===== src/rtl/sram_req_arbiter.sv =====
// Two-master arbiter in front of one request/response memory port: fetch (read-only) and load/store.
// Fixed data priority with a starvation override, grant hold until accepted, in-order ID FIFO for response routing.
module sram_req_arbiter #(
  parameter int unsigned ADDR_W          = 32,
  parameter int unsigned DATA_W          = 32,
  parameter int unsigned MAX_OUTSTANDING = 2,
  parameter int unsigned STARVE_LIMIT    = 4
) (
  input  logic                clk,
  input  logic                resetn,
  input  logic                inst_req,
  input  logic [ADDR_W-1:0]   inst_addr,
  output logic                inst_addr_ok,
  output logic                inst_data_ok,
  input  logic                data_req,
  input  logic                data_wr,
  input  logic [DATA_W/8-1:0] data_wstrb,
  input  logic [ADDR_W-1:0]   data_addr,
  input  logic [DATA_W-1:0]   data_wdata,
  output logic                data_addr_ok,
  output logic                data_data_ok,
  output logic [DATA_W-1:0]   rdata,
  output logic                ram_req,
  output logic                ram_wr,
  output logic [DATA_W/8-1:0] ram_wstrb,
  output logic [ADDR_W-1:0]   ram_addr,
  output logic [DATA_W-1:0]   ram_wdata,
  input  logic                ram_addr_ok,
  input  logic                ram_data_ok,
  input  logic [DATA_W-1:0]   ram_rdata,
  output logic                err_resp
);

  localparam int unsigned STRB_W = DATA_W / 8;
  localparam int unsigned PTR_W  = (MAX_OUTSTANDING > 1) ? $clog2(MAX_OUTSTANDING) : 1;
  localparam int unsigned CNT_W  = $clog2(MAX_OUTSTANDING + 1);
  localparam int unsigned SC_W   = $clog2(STARVE_LIMIT + 1);

  typedef enum logic [1:0] {IDLE, HOLD_I, HOLD_D} state_t;

  state_t                     state_q, state_d;
  logic [MAX_OUTSTANDING-1:0] id_q;
  logic [PTR_W-1:0]           wr_ptr_q, rd_ptr_q;
  logic [CNT_W-1:0]           count_q;
  logic [SC_W-1:0]            starve_q;

  logic req_i, req_d, full, empty;
  logic grant_i, grant_d, accept, push, pop;

  // Requests are masked by reset so every combinational output is forced low while resetn=0.
  assign req_i = resetn & inst_req;
  assign req_d = resetn & data_req;
  assign full  = (count_q == CNT_W'(MAX_OUTSTANDING));
  assign empty = (count_q == '0);

  function automatic logic [PTR_W-1:0] ptr_inc(input logic [PTR_W-1:0] p);
    return (p == PTR_W'(MAX_OUTSTANDING - 1)) ? '0 : p + PTR_W'(1);
  endfunction

  always_ff @(posedge clk or negedge resetn) begin
    if (!resetn) state_q <= IDLE;
    else         state_q <= state_d;
  end

  // Grant selection and next state; HOLD keeps the winner until acceptance or illegal drop.
  always_comb begin
    state_d = state_q;
    grant_i = 1'b0;
    grant_d = 1'b0;
    case (state_q)
      IDLE: begin
        if (!full) begin
          if (req_d && (!req_i || starve_q != SC_W'(STARVE_LIMIT))) grant_d = 1'b1;
          else if (req_i)                                            grant_i = 1'b1;
        end
      end
      HOLD_I:  grant_i = req_i;
      HOLD_D:  grant_d = req_d;
      default: ;
    endcase
    if (grant_i && !ram_addr_ok)      state_d = HOLD_I;
    else if (grant_d && !ram_addr_ok) state_d = HOLD_D;
    else                              state_d = IDLE;
  end

  always_comb begin
    ram_req   = grant_i | grant_d;
    ram_wr    = 1'b0;
    ram_wstrb = '0;
    ram_addr  = '0;
    ram_wdata = '0;
    if (grant_d) begin
      ram_wr    = data_wr;
      ram_wstrb = data_wstrb;
      ram_addr  = data_addr;
      ram_wdata = data_wdata;
    end else if (grant_i) begin
      ram_addr  = inst_addr;
    end
  end

  assign accept       = ram_req & ram_addr_ok;
  assign inst_addr_ok = accept & grant_i;
  assign data_addr_ok = accept & grant_d;

  // Push can never coincide with a registered-full FIFO because full blocks any grant.
  assign push = accept;
  assign pop  = resetn & ram_data_ok & ~empty;

  assign inst_data_ok = pop & ~id_q[rd_ptr_q];
  assign data_data_ok = pop &  id_q[rd_ptr_q];
  assign rdata        = resetn ? ram_rdata : '0;

  always_ff @(posedge clk or negedge resetn) begin
    if (!resetn) begin
      id_q     <= '0;
      wr_ptr_q <= '0;
      rd_ptr_q <= '0;
      count_q  <= '0;
    end else begin
      if (push) begin
        id_q[wr_ptr_q] <= grant_d;
        wr_ptr_q       <= ptr_inc(wr_ptr_q);
      end
      if (pop) rd_ptr_q <= ptr_inc(rd_ptr_q);
      if (push && !pop)      count_q <= count_q + CNT_W'(1);
      else if (pop && !push) count_q <= count_q - CNT_W'(1);
    end
  end

  // Contended data wins count toward forcing one fetch grant.
  always_ff @(posedge clk or negedge resetn) begin
    if (!resetn) begin
      starve_q <= '0;
    end else if (inst_addr_ok) begin
      starve_q <= '0;
    end else if (data_addr_ok && inst_req && starve_q != SC_W'(STARVE_LIMIT)) begin
      starve_q <= starve_q + SC_W'(1);
    end
  end

  always_ff @(posedge clk or negedge resetn) begin
    if (!resetn)                   err_resp <= 1'b0;
    else if (ram_data_ok && empty) err_resp <= 1'b1;
  end

endmodule


===== config.mk =====
export PLATFORM = sky130hd
export DESIGN_NAME = sram_req_arbiter
export DESIGN_NICKNAME = d
export VERILOG_FILES = /design/src/rtl/sram_req_arbiter.sv
export SDC_FILE = /design/constraint.sdc
export NUM_CORES = 1
export LEC_CHECK = 0
export CORE_ASPECT_RATIO = 1.75
export CORE_MARGIN = 10
export CORE_UTILIZATION = 24
export CTS_BUF_LIST = sky130_fd_sc_hd__clkbuf_2
export DETAILED_ROUTE_END_ITERATION = 16
export PLACE_DENSITY = 0.95
export SETUP_SLACK_MARGIN = 0.05
export SLEW_MARGIN = 10
export SYNTH_ARGS = -nofsm -noshare
export SYNTH_HDL_FRONTEND = slang
export SYNTH_SLANG_ARGS = --single-unit

===== constraint.sdc =====
create_clock -name clk -period 5.25 [get_ports clk]
set_input_delay 0.7875 -clock clk [delete_from_list [all_inputs] [get_ports clk]]
set_output_delay 0.7875 -clock clk [all_outputs]
set_load 0.05 [all_outputs]

-- Yosys cells after proc, flatten, opt, wreduce, memory -nomap -nowiden
Index checks and enable logic that the tools add are counted.
- flip-flop bits (word level): 12
- logic and storage cells: 75
- add/subtract/negate cells: 5
- magnitude comparators: 3
- equality and inequality tests: 4
- multiplexer cells: 26
- bitwise operators: 12
- reduce and logical (&&, ||, !) cells: 18
- operators with widths (cell ; number):
    2-to-1 mux 32 bit ; 4
    2-to-1 mux 1 bit ; 11
    AND 1 bit ; 9
    logical AND 1 bit ; 9
    2-to-1 mux 2 bit ; 4
    2-to-1 mux 3 bit ; 2
    == test 2 bit, second input constant ; 2
    logical NOT 1 bit ; 4
    logical NOT 2 bit ; 2
    less-than comparator 1 x 2 -> 1 bit, second input constant ; 2
    2-to-1 mux 4 bit ; 1
    case mux 1 bit (2 select lines) ; 2
    nonzero test 2 bit ; 2
    adder 3 x 1 -> 3 bit, second input constant ; 1
    inequality test 3 bit, second input constant ; 1
    adder 1 bit, second input constant ; 2
    adder 2 x 1 -> 2 bit, second input constant ; 1
    bitwise mux 2 bit ; 1
    == test 2 x 1 -> 1 bit, second input constant ; 1
    NOT 1 bit ; 2
    subtractor 2 x 1 -> 2 bit, second input constant ; 1
    demux 1 bit (select 1 bit) ; 1
    >= comparator 1 bit, second input constant ; 1
    logical OR 1 bit ; 1
    OR 1 bit ; 1

-- Depth between registers and ports, before layout
- word-level depth: 14
- depth in mapped cells: 10
- depth with buffers taken out: 9

-- Worst setup path after synthesis
Ideal clock, no wire load.
- path kind: input port to output port
- start point: input port inst_req
- end point: output port ram_wdata[0]
- arrival: 1.916 ns
- data required time: 4.463 ns
- path slack: 2.546 ns
- stages: 5
- buffers on the path: 2
- cell sequence: and4b_1 > nor3_2 > buf_4 > clkbuf_2 > and2_1
- longest elaborated chain between the ends: 8
- ends and longest elaborated chain (what ; line ; RTL):
    start: declaration ; 11 ; input logic inst_req,
    AND 1 bit ; 51 ; assign req_i = resetn & inst_req;
    logical NOT 1 bit ; 73 ; if (req_d && (!req_i || starve_q != SC_W'(STARVE_LIMIT))) grant_d = 1'b1;
    logical OR 1 bit ; 73 ;
    logical AND 1 bit ; 73 ;
    2-to-1 mux 1 bit ; 73 ;
    2-to-1 mux 1 bit ; 72 ; if (!full) begin
    case mux 1 bit (2 select lines) ; 70 ; case (state_q)
    2-to-1 mux 32 bit ; 92 ; if (grant_d) begin
    end: declaration ; 27 ; output logic [DATA_W-1:0] ram_wdata,
No other way between the ends.

-- Worst setup path in the final report
- start point: input port data_req
- end point: output port ram_wdata[23]
- longest elaborated chain between the ends: 6
- ends and longest elaborated chain (what ; line ; RTL):
    start: declaration ; 15 ; input logic data_req,
    AND 1 bit (*) ; 52 ; assign req_d = resetn & data_req;
    logical AND 1 bit ; 73 ;
    2-to-1 mux 1 bit ; 73 ;
    2-to-1 mux 1 bit ; 72 ;
    case mux 1 bit (2 select lines) (*) ; 70 ;
    2-to-1 mux 32 bit (*) ; 92 ;
Mark *: on every way between the ends. The rest lies on a longest branch, timed or not.

==> impl_results.md <==
- Fmax: 243 MHz
- Max clock buf depth: 2
- Antenna viol nets, final: 0
- Worst Setup End Kind: primary output
- Gr ovfl total: 0
- Post-Synth Adder-Cell Area: 0.0251
- Hold_buf cts: 0
- IR drop worst, VDD: 170 uV
- Placed Cells incl. Taps: 489
- Post-synth top area cell: and2_1
- Netlist cell types: 34
- Startpoint types: primary input
- Die height: 124 um
- Setup_tns: 0 ps
- Finished Core Util: 0.640
- Worst-Margin Slew: 630 ps
- 1st-pass router iterations: 4
- Wire length of the first global-routing pass: 15600 um
- GR Util All Layers: 0.209
- Net Count, Synth: 320
- Final Max Tran Viols: 0
- CP max-delay cell: clkdlybuf4s50_1
- Compound-Gate Fraction of Synth Area: 0.229
- Post-synthesis async set-or-reset flop share: 1.00
- Number of global-route vias before repair: 2514
- Clock Latency Late Sink: 290 ps
- Final period util: 0.783
- Vias per Instance: 4.75
- Final setup skew: 2.84 ps
- Setup-failing EPs final: 0
- Required @ worst endpoint: 4460 ps
- Status: finished clean
- Max Cap Viol: 0
- Clk root buf: clkbuf_2
- Leakage: 1.63 nW
- Postcts setup bufs: 0
- CP Data Arrival Time: 3320 ps
- Wirelength per Cell: 22.3 um
- # port buffers: 245
- FF+latch count, synth: 12
- Resized cells post-CTS: 0
- # nets final: 556
- WL final: 11000 um
- Total CTS buffers: 3
- Simple-gate share of the synthesized area: 0.402
- Fraction of layout cells with a size suffix above 1: 0.140
- Die Wd: 79.7 um
- Core area: 6130 sq um
- Via count: 2345
- Number of synthesized flops with an enable pin: 0
- Main synth FF type: dfrtp_1
- Residual DRC: 0
- Commonest cells in the netlist: and2_1 (71), a22o_1 (32), dfrtp_1 (12)
- Syn_area_per_cell: 8.41 sq um
- Xor/xnor share of the synthesized area: 0.0351
- Largest cells by area after synthesis: and2_1 (30%), dfrtp_1 (20%), a22o_1 (19%)
- P&R area growth vs syn: 162%
- Largest net degree at the start of global routing: 75
- Clk slew on worst S/H paths: 130 ps
- Layout Cells excl Fill: 494
- Most frequent CP cell: clkdlybuf4s50_1
- Die area: 9920 sq um
- Max incr delay on CP: 820 ps
- Slew headroom: 0.580
- Area of the mapped netlist: 1500 sq um
- CTS Sinks: 12
- RSZ-0062 raised after global routing: no
- Worst Path Max Fanout: 74
- Largest family of logic cells by synthesized area: simple AND/OR/NAND/NOR gates
- CTS H-tree depth: 1
- Post-synthesis mux area share: 0.0201
- Final hold viol count: 0
- Minimum clock period: 4110 ps
- P per Cell Area: 246 nW/um^2
- CTS tree: done
- Placed cell area: 3910 sq um
- Routability Congestion: 0.865
- Final instance area: 3930 sq um
- Initial DRC count: 55
- Most numerous cell in the Yosys netlist: and2_1
- Worst min path class: flop to flop
- DP Wirelength: 9770 um
- Initial antenna violation count: 1
- Total I/O pin count: 246
- Row cnt: 38
- Synth top area share: 0.297
- Initial Utilization: 0.244
- Kind of critical path: primary input to primary output
- CP Cell Sequence: clkdlybuf4s50_1 -> nand3b_2 -> nor3_4 -> buf_4 -> and2_1 -> clkdlybuf4s50_1
- YS warnings: 0
- Cell count after synthesis: 178
- Sequential area share after synthesis: 0.201
cells in the final DEF, fill, tap and decap left out, types with 2 or more instances in the layout:
cell type	n
a22o_1	32
and2_1	71
buf_12	3
buf_4	44
clkbuf_2	3
clkdlybuf4s50_1	201
dfrtp_1	12
ha_1	3
inv_1	4
mux2i_1	3
nand2_1	3
nand3b_1	2
nor2_1	5
nor2b_1	2
xnor2_1	3
xor2_1	3
critical path, delay by kind of cell:
kind                   cells  cell delay (ps)
AND/OR/NAND/NOR            3              580
buffers and inverters      3             1910
stage by stage:
stage	total power [mW]	hold WS, ps	setup WS [ps]
2_1_floorplan	0.625	455	2550
3_3_place_gp	0.910	451	1210
3_5_place_dp	0.923	469	1130
4_1_cts	0.975	504	1130
5_1_grt	1.02	529	1010
6_report	0.968	495	1140
power by group:
group,switching [mW],internal [mW]
Sequential,0.0370,0.125
Combinational,0.446,0.308
Clock,0.0358,0.0165
state kept, by name (all words and copies together) (netlist names):
register / count
id_q: 2
err_resp: 1
count_q: 2
rd_ptr_q: 1
starve_q: 3
state_q: 2
wr_ptr_q: 1
worst paths after layout:
kind                        startpoint       endpoint  slack (ps)  depth (start not counted)
min reg2reg                   err_resp       err_resp         490                          1
max reg2reg                starve_q[0]     count_q[1]        2790                          9
max in group asynchronous       resetn    starve_q[1]        4020                          2
max                           data_req  ram_wdata[23]        1140                          6
min in group asynchronous       resetn       err_resp         970                          2
min                           err_resp       err_resp         490                          1
layout make-up:
| class | instances | area (sq um) |
|---|---|---|
| repair buffers | 248 | 2400 |
| fillers | 515 | 2210 |
| multi-input cells | 145 | 1090 |
| flip-flops and latches | 12 | 300 |
| well taps | 80 | 100 |
| clock buffers | 3 | 15.0 |
| inverters | 4 | 15.0 |
| clock inverters | 1 | 3.75 |
| diodes | 1 | 2.50 |
per-layer routing:
layer,global-route usage,up-vias,wire length (um)
met5,0,-,0
met4,0.0583,0,206
met3,0.191,10,2370
met2,0.340,203,5050
met1,0.180,1047,3390
li1,-,1085,-
cells by family after synthesis:
group,count (synthesis)
and+or+nand+nor,94
AOI/OAI and AO/OA,39
buffers and inverters,21
DFF,12
xor gates and xnor gates,6
muxes,3
adders and majority gates,3
(Power assumes the default switching activity.)
